[src/rtl/pipe_stage_reg.sv]
// rtl/pipe_stage_reg.sv - valid/ready pipeline stage register, optional skid entry (PIPE_STAGE_SKID_EN)
// Bubbles present all-zero data/ctrl so a downstream stage sees them as NOPs.
module pipe_stage_reg #(
    parameter int DATA_W = 32,
    parameter int CTRL_W = 16
) (
    input  logic              clock,
    input  logic              reset,
    input  logic              flush,
    input  logic              in_valid,
    output logic              in_ready,
    input  logic [DATA_W-1:0] in_data,
    input  logic [CTRL_W-1:0] in_ctrl,
    output logic              out_valid,
    input  logic              out_ready,
    output logic [DATA_W-1:0] out_data,
    output logic [CTRL_W-1:0] out_ctrl,
    output logic [1:0]        occupancy
);

    logic              main_valid;
    logic [DATA_W-1:0] main_data;
    logic [CTRL_W-1:0] main_ctrl;

`ifdef PIPE_STAGE_SKID_EN
    logic              skid_valid;
    logic [DATA_W-1:0] skid_data;
    logic [CTRL_W-1:0] skid_ctrl;
    logic              accept;
    logic              main_free;

    // in_ready comes straight from the skid flop, so out_ready never reaches it.
    assign in_ready  = ~skid_valid;
    assign accept    = in_valid & in_ready;
    assign main_free = ~main_valid | out_ready;

    always_ff @(posedge clock or posedge reset) begin
        if (reset) begin
            main_valid <= 1'b0;
            main_data  <= '0;
            main_ctrl  <= '0;
            skid_valid <= 1'b0;
            skid_data  <= '0;
            skid_ctrl  <= '0;
        end else if (flush) begin
            main_valid <= 1'b0;
            skid_valid <= 1'b0;
        end else if (main_free) begin
            if (skid_valid) begin
                main_valid <= 1'b1;
                main_data  <= skid_data;
                main_ctrl  <= skid_ctrl;
                skid_valid <= 1'b0;
            end else if (accept) begin
                main_valid <= 1'b1;
                main_data  <= in_data;
                main_ctrl  <= in_ctrl;
            end else begin
                main_valid <= 1'b0;
            end
        end else if (accept) begin
            skid_valid <= 1'b1;
            skid_data  <= in_data;
            skid_ctrl  <= in_ctrl;
        end
    end

    assign occupancy = {1'b0, main_valid} + {1'b0, skid_valid};
`else
    assign in_ready = ~main_valid | out_ready;

    always_ff @(posedge clock or posedge reset) begin
        if (reset) begin
            main_valid <= 1'b0;
            main_data  <= '0;
            main_ctrl  <= '0;
        end else if (flush) begin
            main_valid <= 1'b0;
        end else if (in_ready) begin
            main_valid <= in_valid;
            if (in_valid) begin
                main_data <= in_data;
                main_ctrl <= in_ctrl;
            end
        end
    end

    assign occupancy = {1'b0, main_valid};
`endif

    assign out_valid = main_valid;
    assign out_data  = main_valid ? main_data : '0;
    assign out_ctrl  = main_valid ? main_ctrl : '0;

endmodule

[config.mk]
export PLATFORM = sky130hd
export DESIGN_NAME = pipe_stage_reg
export DESIGN_NICKNAME = d
export VERILOG_FILES = /design/src/rtl/pipe_stage_reg.sv
export SDC_FILE = /design/constraint.sdc
export NUM_CORES = 1
export LEC_CHECK = 0
export CAP_MARGIN = 5
export CORE_AREA = 2 2 61 120
export DETAILED_ROUTE_END_ITERATION = 7
export DIE_AREA = 0 0 63 122
export PLACE_DENSITY = 0.68
export SYNTH_ARGS = -nofsm -noshare
export SYNTH_HDL_FRONTEND = slang
export SYNTH_SLANG_ARGS = --single-unit
[constraint.sdc]
create_clock -name clock -period 2.27 [get_ports clock]
set_input_delay 0.227 -clock clock [delete_from_list [all_inputs] [get_ports clock]]
set_output_delay 0.227 -clock clock [all_outputs]
set_load 0.05 [all_outputs]
==> metrics.md <==
| Metric | Value |
|---|---|
| Final setup TNS | `0 ns` |
| Most frequent cells after synthesis | `49 x dfrtp_1, 48 x and2_1, 28 x mux2_2` |
| Starting Density | `33.6%` |
| Bufs on Longest Clock Path | `2` |
| CP max stage delay | `0.37 ns` |
| Outcome | `finished clean` |
| Slowest CP cell | `buf_4` |
| Slew Viols, Final | `0` |
| Post-synth top area cell | `dfrtp_1` |
| Core area | `6830 µm²` |
| Final GP Congestion | `0.742` |
| Detail-routed net length per standard cell | `14.2 µm` |
| Cts hold-fix bufs | `0` |
| CTS root buf | `clkbuf_16` |
| #FFs+latches synth | `49` |
| Cells along the critical path | `buf_4 -> and2_1 -> buf_12` |
| Count leader, synth | `dfrtp_1` |
| CP bufs+invs | `2` |
| Syn nets | `217` |
| Ports | `105` |
| Hold Fails Final Rpt | `0` |
| Worst-path clk slew | `0.06 ns` |
| Clock buffer count from CTS | `5` |
| Yosys top cell area share | `53.5%` |
| IO buf count | `103` |
| Total of fill cells in the finished design | `564` |
| CTS tree | `built` |
| Power Dens Cells | `689 nW/µm²` |
| Nets | `319` |
| Max-cap violations | `0` |
| Setup bufs post-CTS | `0` |
| # DRC | `0` |
| F_max | `608 MHz` |
| Worst Setup End Kind | `output port` |
| Vias | `1570` |
| Ys flop type | `dfrtp_1` |
| CP required | `2.04 ns` |
| Seq/Total Area, Yosys | `53.5%` |
| Mapped Area | `2290 µm²` |
| Layout cells sized above 1 | `41.6%` |
| Met3 WL post-DR | `563 µm` |
| Max VDD drop | `0.557 mV` |
| WHS | `0.297 ns` |
| Ys Warns | `0` |
| Worst r2r path cells | `4` |
| R2r setup slk | `0.74 ns` |
| Cell family with most CP delay | `buffers and inverters` |
| H-tree Lvls | `2` |
| # clock sinks | `49` |
| Global-route usage over all layers | `14.9%` |
| Clock latency on the worst-skew pair | `0.28 ns` |
| First-pass GRT wire length | `8740 µm` |
| Initial antenna violation count | `0` |
| Vias in the first global route | `1731` |
| Unrepaired setup endpoints after global routing | `false` |
| Height of the die | `122 µm` |
| Reg2reg start | `out_valid` |
| Die area | `7690 µm²` |
| Crit path max fanout | `50` |
| Final setup fails | `0` |
| GR Overflow Total | `0` |
| CTS resizes | `0` |
| # diodes | `0` |
| Number of flops mapped to enable cells by yosys | `0` |
| Final period utilization | `72.4%` |
| Routed WL | `5080 µm` |
| Critical Setup Path Class | `flop to output port` |
| Number of unique standard cell types used by synthesis | `13` |
| Arr. time, crit path | `1.42 ns` |
| Hpwl dp | `3960 µm` |
| Metal2 WL | `2340 µm` |
| Antenna viol nets, final | `0` |
| Total iterations of the first detailed-routing run | `4` |
| M1 wire length | `2080 µm` |
| Std-Cell Rows | `43` |
| Pin count of the biggest net entering global routing | `51` |
| Avg Synthesized Cell Area | `14.0 µm²` |
| Number of vias per cell | `4.40` |
| Static leakage power | `1.71 nW` |
| 1st-iter DRT viols | `32` |
| Asr flop ratio synth | `100%` |
| Fin crit period | `1.64 ns` |
| CP Launch Type | `flop` |
| Largest cells by area after synthesis | `dfrtp_1 53%, mux2_2 14%, and2_1 13%` |
| Cells after Synth | `164` |
| Critical R2R Capture | `main_data[29]` |
| Slew @ Worst Pin | `0.514 ns` |
| Final Power | `2.78 mW` |
| Area delta synth->final | `75.6%` |
| Clock skew | `0.00262 ns` |
| Die extent in x | `63 µm` |
| Rel. slew slack | `65.7%` |
| Stages on the worst setup path | `3` |
| Hold WC Path Type | `primary input to asynchronous set/reset pin` |
| DR top layer | `met4` |
registers in the layout (all words and copies together), names as in the netlist:
register   cells
main_data     32
main_ctrl     16
out_valid      1
how the worst max path moves through the flow:
stage	to	slack [ns]	start
after floorplan	out_ctrl[0]	0.46	out_valid
after global placement	main_ctrl[0]	0.50	out_ready
after detailed placement	main_data[29]	0.46	out_ready
after CTS	out_data[26]	0.59	out_valid
after global routing	out_data[17]	0.52	out_valid
final	out_data[26]	0.63	out_valid
per-stage QoR:
stage / instance area (µm²) / setup WS [ns] / instances / utilization (%)
final: 4030 / 0.626 / 357 / 58.9
after global placement: 3890 / 0.504 / 349 / 56.9
after floorplan: 2290 / 0.459 / 164 / -
after global routing: 4030 / 0.516 / 357 / 58.9
after CTS: 4030 / 0.592 / 357 / 58.9
after detailed placement: 3890 / 0.459 / 349 / 56.9
per-layer routing:
metal / vias to the layer above / track usage, %
li1: 733 / -
met1: 738 / 17.5
met2: 93 / 23.3
met3: 6 / 7.02
met4: 0 / 6.25
met5: - / 0
area by class of cell:
| type | count | area (µm²) | area share, % |
|---|---|---|---|
| clock buffer | 8 | 136 | 3.39 |
| inverter | 2 | 7.51 | 0.186 |
| multi-input combinational | 101 | 960 | 23.8 |
| sequential | 49 | 1230 | 30.5 |
| tap | 90 | 113 | 2.80 |
| timing repair buffer | 107 | 1580 | 39.3 |
logic make-up (layout without fill, tap and decap cells):
group,Yosys count,after routing,share of synthesized area [%]
buffers and inverters,14,117,4.69
flip-flops,49,49,53.5
multiplexers,48,48,26.8
other,1,1,0.164
AND/OR/NAND/NOR,52,52,14.8
power by group:
group | internal (mW) | leakage, nW | total (mW) | switching (mW)
combinational | 0.542 | 1.07 | 0.992 | 0.449
sequential | 1.02 | 0.577 | 1.09 | 0.0678
clock | 0.410 | 0.0652 | 0.695 | 0.285
total | 1.97 | 1.71 | 2.78 | 0.803
worst reg2reg max path: cells and delay by family, from the launching register on:
| kind | cells | cell delay (ns) |
|---|---|---|
| mux | 1 | 0.38 |
| simple gates | 2 | 0.37 |
| flops | 1 | 0.38 |
| buf+inv | 1 | 0.27 |
placed cells by master (no fill, tap or decap), drive strengths merged:
| cell type | instances |
|---|---|
| and2 | 48 |
| buf | 55 |
| clkbuf | 8 |
| clkdlybuf4s50 | 52 |
| conb | 1 |
| dfrtp | 49 |
| inv | 2 |
| mux2 | 48 |
| nor2 | 2 |
| nor2b | 1 |
| nor3b | 1 |
No activity file was read; power rests on OpenSTA's default activity.
